$ cat config.mk
export PLATFORM = sky130hd
export DESIGN_NAME = cv32e40p_trace_sched
export DESIGN_NICKNAME = d
export VERILOG_FILES = /design/src/rtl/cv32e40p_trace_sched.sv
export SDC_FILE = /design/constraint.sdc
export NUM_CORES = 1
export LEC_CHECK = 0
export BUFFER_PORTS_ARGS = -buffer_cell sky130_fd_sc_hd__buf_2
export CAP_MARGIN = 0
export CORE_AREA = 4 4 207 209
export DETAILED_ROUTE_END_ITERATION = 8
export DIE_AREA = 0 0 211 213
export GPL_TIMING_DRIVEN = 0
export PLACE_DENSITY_LB_ADDON = 0.15
export SKIP_CTS_REPAIR_TIMING = 1
export SLEW_MARGIN = 30
export SYNTH_ARGS = -nofsm -noshare
export SYNTH_HDL_FRONTEND = slang
export SYNTH_SLANG_ARGS = --single-unit
$ cat constraint.sdc
create_clock -name clk_i -period 14.12 [get_ports clk_i]
set_clock_uncertainty 0.15 [all_clocks]
set_input_delay 1.412 -clock clk_i [delete_from_list [all_inputs] [get_ports clk_i]]
set_output_delay 1.412 -clock clk_i [all_outputs]
set_load 0.02 [all_outputs]
$ cat src/rtl/cv32e40p_trace_sched.sv
// In-order retirement scheduler for the instruction tracer: holds retired
// instructions until their late rd value arrives, then emits them in program order.
module cv32e40p_trace_sched #(
  parameter int unsigned DEPTH = 4,
  parameter int unsigned TAG_W = $clog2(DEPTH)
) (
  input  logic             clk_i,
  input  logic             rst_i,

  input  logic             issue_valid_i,
  output logic             issue_ready_o,
  input  logic [31:0]      issue_pc_i,
  input  logic [31:0]      issue_instr_i,
  input  logic [4:0]       issue_rd_i,
  input  logic [31:0]      issue_rd_wdata_i,
  output logic [TAG_W-1:0] issue_tag_o,

  input  logic             wb_valid_i,
  input  logic [TAG_W-1:0] wb_tag_i,
  input  logic [31:0]      wb_data_i,

  output logic             trace_valid_o,
  input  logic             trace_ready_i,
  output logic [31:0]      trace_pc_o,
  output logic [31:0]      trace_instr_o,
  output logic [4:0]       trace_rd_o,
  output logic [31:0]      trace_rd_wdata_o,
  output logic             trace_late_o,

  output logic [TAG_W:0]   count_o,
  output logic             wb_err_o
);

  typedef enum logic [1:0] {
    SLOT_FREE,
    SLOT_PEND,
    SLOT_DONE
  } slot_state_e;

  localparam logic [6:0] OPC_LOAD    = 7'b0000011;
  localparam logic [6:0] OPC_LOAD_FP = 7'b0000111;
  localparam logic [6:0] OPC_AMO     = 7'b0101111;
  localparam logic [6:0] OPC_OP_FP   = 7'b1010011;
  localparam logic [6:0] OPC_FMADD   = 7'b1000011;
  localparam logic [6:0] OPC_FMSUB   = 7'b1000111;
  localparam logic [6:0] OPC_FNMSUB  = 7'b1001011;
  localparam logic [6:0] OPC_FNMADD  = 7'b1001111;
  localparam logic [6:0] OPC_OP      = 7'b0110011;

  localparam logic [TAG_W:0] FULL_CNT = (TAG_W+1)'(DEPTH);

  slot_state_e       state_q [DEPTH];
  logic [31:0]       pc_q    [DEPTH];
  logic [31:0]       instr_q [DEPTH];
  logic [4:0]        rd_q    [DEPTH];
  logic [31:0]       data_q  [DEPTH];
  logic              late_q  [DEPTH];

  logic [TAG_W-1:0]  wr_ptr_q;
  logic [TAG_W-1:0]  rd_ptr_q;
  logic [TAG_W:0]    count_q;
  logic              wb_err_q;

  logic              issue_late;
  logic              push;
  logic              pop;
  logic              wb_hit;

  // Destination values of loads, AMOs, divides and FP ops arrive after retirement.
  always_comb begin
    issue_late = 1'b0;
    case (issue_instr_i[6:0])
      OPC_LOAD, OPC_LOAD_FP, OPC_AMO,
      OPC_OP_FP, OPC_FMADD, OPC_FMSUB, OPC_FNMSUB, OPC_FNMADD: issue_late = 1'b1;
      OPC_OP: issue_late = (issue_instr_i[31:25] == 7'b0000001) && issue_instr_i[14];
      default: issue_late = 1'b0;
    endcase
    if (issue_rd_i == '0) begin
      issue_late = 1'b0;
    end
  end

  assign issue_ready_o = !rst_i && (count_q < FULL_CNT);
  assign push          = issue_valid_i && issue_ready_o;
  assign trace_valid_o = (state_q[rd_ptr_q] == SLOT_DONE);
  assign pop           = trace_valid_o && trace_ready_i;
  assign wb_hit        = wb_valid_i && (state_q[wb_tag_i] == SLOT_PEND);

  always_ff @(posedge clk_i or posedge rst_i) begin
    if (rst_i) begin
      state_q  <= '{default: SLOT_FREE};
      pc_q     <= '{default: '0};
      instr_q  <= '{default: '0};
      rd_q     <= '{default: '0};
      data_q   <= '{default: '0};
      late_q   <= '{default: 1'b0};
      wr_ptr_q <= '0;
      rd_ptr_q <= '0;
      count_q  <= '0;
      wb_err_q <= 1'b0;
    end else begin
      wb_err_q <= wb_valid_i && !wb_hit;

      // Writeback, pop and push always address distinct slots (PEND, DONE, FREE).
      if (wb_hit) begin
        state_q[wb_tag_i] <= SLOT_DONE;
        data_q[wb_tag_i]  <= wb_data_i;
        late_q[wb_tag_i]  <= 1'b1;
      end

      if (pop) begin
        state_q[rd_ptr_q] <= SLOT_FREE;
        rd_ptr_q          <= rd_ptr_q + TAG_W'(1);
      end

      if (push) begin
        state_q[wr_ptr_q] <= issue_late ? SLOT_PEND : SLOT_DONE;
        pc_q[wr_ptr_q]    <= issue_pc_i;
        instr_q[wr_ptr_q] <= issue_instr_i;
        rd_q[wr_ptr_q]    <= issue_rd_i;
        data_q[wr_ptr_q]  <= (issue_late || issue_rd_i == '0) ? '0 : issue_rd_wdata_i;
        late_q[wr_ptr_q]  <= 1'b0;
        wr_ptr_q          <= wr_ptr_q + TAG_W'(1);
      end

      case ({push, pop})
        2'b10:   count_q <= count_q + 1'b1;
        2'b01:   count_q <= count_q - 1'b1;
        default: count_q <= count_q;
      endcase
    end
  end

  assign issue_tag_o      = wr_ptr_q;
  assign count_o          = count_q;
  assign wb_err_o         = wb_err_q;
  assign trace_pc_o       = pc_q[rd_ptr_q];
  assign trace_instr_o    = instr_q[rd_ptr_q];
  assign trace_rd_o       = rd_q[rd_ptr_q];
  assign trace_rd_wdata_o = data_q[rd_ptr_q];
  assign trace_late_o     = late_q[rd_ptr_q];

endmodule

=== Word-level counts from Yosys, hierarchy flattened ===
Index checks and enable logic that the tools add are counted.

* Register bits after elaboration: 424
* Bits of input ports: 140
* Word-level logic and storage cells: 134

* $add $sub $neg: 4
* Magnitude comparators: 7
* Eq/ne operators: 14
* Mux-type cells: 55
* Bitwise operators: 11
* Reduce and logical (&&, ||, !) cells: 15

{| class="wikitable"
|+ Operators with widths
! cell !! number
|-
| 128-bit bitwise mux || 4
|-
| 32-bit two-way mux || 9
|-
| 128-bit two-way mux || 2
|-
| 32-bit binary-select mux with 2-bit select || 3
|-
| 32-bit demux with 2-bit select || 2
|-
| 7-bit == test, second input constant || 5
|-
| 8-bit two-way mux || 3
|-
| 20-bit bitwise mux || 1
|-
| 2-bit two-way mux || 8
|-
| 5-bit two-way mux || 3
|-
| 7-bit by 6-bit == test with 1-bit output, second input constant || 2
|-
| 2-bit demux with 2-bit select || 3
|-
| 5-bit binary-select mux with 2-bit select || 1
|-
| 5-bit demux with 2-bit select || 1
|-
| 3-bit greater-or-equal comparator, second input constant || 3
|-
| 1-bit logical AND || 9
|-
| 3-bit by 1-bit less-than comparator with 1-bit output, second input constant || 3
|-
| 2-bit inverter with 3-bit output || 3
|-
| 4-bit bitwise AND || 2
|-
| 8-bit bitwise AND || 1
|-
| 2-bit binary-select mux with 2-bit select || 2
|-
| 8-bit bitwise mux || 1
|-
| 4-bit two-way mux || 2
|-
| 4-bit inverter || 2
|-
| other kinds (21) || 31
|}

=== Depth between registers and ports, before layout ===
* Depth in word-level cells: 12
* Mapped depth: 11

=== Worst setup path before layout ===
OpenSTA, ideal clock, no wires.

* Path type: input-to-output
* Start point: in rst_i
* End point: out issue_ready_o
* Data arrival time: 1705 ps
* Slack: 10853 ps
* Stages on the path: 1
* Path buffers: 0
* Cell sequence: nor2_1

* Longest elaborated chain between the ends: 2

{| class="wikitable"
|+ RTL lines
! element !! RTL line !! text
|-
| start: declaration || 8 || <nowiki>input logic rst_i,</nowiki>
|-
| 1-bit zero test (no source line) || - ||
|-
| 1-bit logical AND || 83 || <nowiki>assign issue_ready_o = !rst_i && (count_q < FULL_CNT);</nowiki>
|-
| end: declaration || 11 || <nowiki>output logic issue_ready_o,</nowiki>
|}

Every way passes these cells.

=== Worst setup path in the final report ===
* Start point: reg rd_ptr_q[1]
* End point: out trace_pc_o[30]

* Longest elaborated chain between the ends: 4

{| class="wikitable"
|+ RTL lines
! element !! RTL line !! text
|-
| start: declaration || 60 || <nowiki>logic [TAG_W-1:0] rd_ptr_q;</nowiki>
|-
| start signal: assignment || 113 || <nowiki>rd_ptr_q <= rd_ptr_q + TAG_W'(1);</nowiki>
|-
| 2-bit inverter with 3-bit output (implied by the code) || 137 || <nowiki>assign trace_pc_o = pc_q[rd_ptr_q];</nowiki>
|-
| 32-bit binary-select mux with 2-bit select || 137 ||
|-
| 32-bit two-way mux (implied by the code) (2 in series) || 137 ||
|-
| end: declaration || 24 || <nowiki>output logic [31:0] trace_pc_o,</nowiki>
|}

Every way passes these cells. The select of a mux whose other input is x is not followed.

==> out/metrics.cfg <==
[clock_tree]
ctsLongestPathBuffers=3
cts_tree=built
numClockSinks=424
clk_pin_slew_ps=60
insertion_delay_ps=590
cts_root_buffer=clkbuf_16
htreeDepth=2
cts_buffers=47

[logic_synthesis]
synth_cell_types=46
syn_nets=1889
syn_avg_cell_area_um2=12.4
async_flop_share=1.00
netlist_instances=1739
syn_area_mm2=0.0215
synth_ff_type=dfrtp_1
synth_largest_area_cell=dfrtp_1
synth_edf_count=0
synth_warnings=0
synth_top_area_frac=0.493
ys_seq_area_frac=0.493
ys_ff_latch=424
synthTopCellsByArea=dfrtp_1 49%, mux4_2 11%, mux2_1 9.7%

[drt]
ant_nets=0
vias=16800
drcViolationCount=0
initialDrtViolationCount=1672
routed_wirelength_um=66800
viasPerCell=6.43
first_pass_iters=9
wl_per_cell_um=25.6

[power_and_ir_drop]
finalPower_mw=5.96
combPwrFrac=0.429
power.density_mw_per_mm2=237
power.leakage_nw=11.2
p_sw_frac=0.369
vdd_drop_max_mv=0.141
seqPwrFrac=0.357
p_sw_mw=2.20
clkPwrFrac=0.214
p_int_mw=3.76

[min_path]
min_path_cells=2
hp-start=instr_q[36]$_DFFE_PP0P_
min_to=instr_q[36]$_DFFE_PP0P_
min_path_type=reg -> reg

[floorplan]
io_pins=250
die_w_um=211
initial_core_util=0.527
die_y_um=213
die-area_mm2=0.0449
core_region_area_mm2=0.0408
fp-row-count=74

[outcome]
outcome=completed

[placement]
numPortBuffers=248
dp_hpwl_um=46500
place_ws_ps=9880
gp_congestion=0.926

[global_route]
grt_use_met3=0.0767
antenna_found_initial=0
grt_max_degree=96
grt-busiest-layer=met2
grtUsageTotal=0.296
grtUsageMet1=0.413
grt_pass1_wl_um=103000
overflow=0
met2_usage=0.450
grt_pass1_vias=17300

[final_layout]
nets=2191
drive_above_1_share=0.275
area_delta_synth_final_pct=17.1
num-fill-cells=3338

[worst_setup_path]
r2r_start=rd_ptr_q[0]$_DFFE_PP0N_
regToRegSetupSlack_ps=11210
r2r-end=count_o[2]$_DFFE_PP0P_
required_ps=12560
end_kind=primary output
cp_max_fo=10
arrival_ps=3260
worstRegToRegCells=11
crit_path_start_kind=flip-flop
critPathKind=reg -> out

[timing]
tightest_slew_ps=996
rsz0062_at_grt=false
slew_headroom=0.336
fin_crit_ps=4820
slew_viol_final=0
fmax_mhz=208
fin_crit_sh=0.341
hold_violations=0
worst_slack_ps=9300
finalSetupViolCount=0
timing.setup.tns_ps=0

[job]
drv_cap=0

==> cells in the mapped netlist, types with 2 or more instances <==
master	number
mux2_1	186
dfrtp_1	424
xnor2_1	3
xor2_1	2
nor3_1	4
o22ai_1	4
inv_1	108
mux4_2	103
and2b_1	2
nand2b_1	7
o21a_1	5
nand2_1	49
buf_2	45
a31oi_1	64
clkbuf_1	136
o31ai_1	128
or2b_1	2
and4_1	64
a21oi_1	2
and3_1	2
buf_1	5
nor2_1	8
o21ai_1	3
nand3b_1	5
mux2_2	86
o32ai_1	4
nor4_1	64
ha_1	9
o31a_1	64
and2_1	2
o21ai_0	134
==> cell families after synthesis <==
logic type / count (synthesis) / synth area share
mux: 377 / 0.251
compound gates: 414 / 0.129
fa+ha+maj: 10 / 0.00617
flops: 424 / 0.493
xor+xnor: 5 / 0.00204
simple gates: 214 / 0.0642
buf+inv: 295 / 0.0541
==> layout make-up <==
| class | instances | area [um2] | area share |
|---|---|---|---|
| Antenna cell | 1 | 2.50 | 0.0000994 |
| Inverter | 109 | 417 | 0.0166 |
| Sequential cell | 424 | 10600 | 0.421 |
| Tap cell | 532 | 666 | 0.0264 |
| Clock inverter | 13 | 163 | 0.00646 |
| Buffer | 186 | 756 | 0.0300 |
| Timing Repair Buffer | 253 | 1380 | 0.0548 |
| Clock buffer | 73 | 1450 | 0.0578 |
| Multi-Input combinational cell | 1020 | 9730 | 0.386 |
==> placed cells by master, fill, tap and decap left out, types with 18 or more instances in the layout <==
master / netlist / layout
mux2_2: 86 / 86
mux2_1: 186 / 186
dfrtp_1: 424 / 424
o31a_1: 64 / 64
clkbuf_8: 0 / 18
clkbuf_1: 136 / 144
a31oi_1: 64 / 64
buf_2: 45 / 293
inv_1: 108 / 107
clkbuf_16: 0 / 47
nor4_1: 64 / 64
o31ai_1: 128 / 128
mux4_2: 103 / 103
nand2_1: 49 / 49
o21ai_0: 134 / 134
and4_1: 64 / 64
==> worst max-delay path by stage <==
stage,cells past startpoint,to,from
2_1_floorplan,1,count_o[0]$_DFFE_PP0P_,rst_i
3_3_place_gp,2,pc_q[119]$_DFFE_PP0P_,rst_i
3_5_place_dp,5,trace_instr_o[6],rd_ptr_q[1]$_DFFE_PP0N_
4_1_cts,5,trace_instr_o[6],rd_ptr_q[1]$_DFFE_PP0N_
5_1_grt,5,trace_instr_o[0],rd_ptr_q[1]$_DFFE_PP0N_
6_report,5,trace_pc_o[30],rd_ptr_q[1]$_DFFE_PP0N_
==> metrics by stage <==
stage | cell area [um2] | hold slack, ps | utilization | cells
floorplan | 21500 | 295 | - | 1739
global placement | 23400 | 312 | 0.573 | 2519
detailed placement | 23600 | 320 | 0.577 | 2524
CTS | 25200 | 332 | 0.616 | 2610
global route | 25200 | 346 | 0.616 | 2610
finish | 25200 | 328 | 0.617 | 2611
==> layer usage <==
metal | part of all wire | wire (um) | vias to the layer above
li1 | - | - | 7234
met1 | 0.42 | 27800 | 8542
met2 | 0.46 | 30400 | 851
met3 | 0.090 | 6010 | 163
met4 | 0.039 | 2610 | 0
met5 | 0 | 0 | -
==> registers in the layout, summed over array words and instances, names as in the netlist <==
| signal | flops |
|---|---|
| pc_q | 128 |
| rd_q | 20 |
| wb_err_o | 1 |
| issue_tag_o | 2 |
| instr_q | 128 |
| state_q | 8 |
| count_o | 3 |
| data_q | 128 |
| rd_ptr_q | 2 |
| late_q | 4 |
==> critical path: stages, from the launching register on <==
cell and delay (ps):
dfrtp_1 360, buf_2 220, clkbuf_1 760, clkbuf_1 700
mux4_2 430, buf_2 190
==> power groups by stage <==
stage / registers, mW / logic [mW] / clock network (mW)
after floorplan: 2.03 / 1.85 / 0
after global placement: 2.10 / 2.50 / 0
after detailed placement: 2.14 / 2.56 / 0
after CTS: 2.12 / 2.57 / 1.29
after global routing: 2.19 / 2.76 / 1.35
final: 2.12 / 2.56 / 1.27
Power figures use the tool's default switching activity.
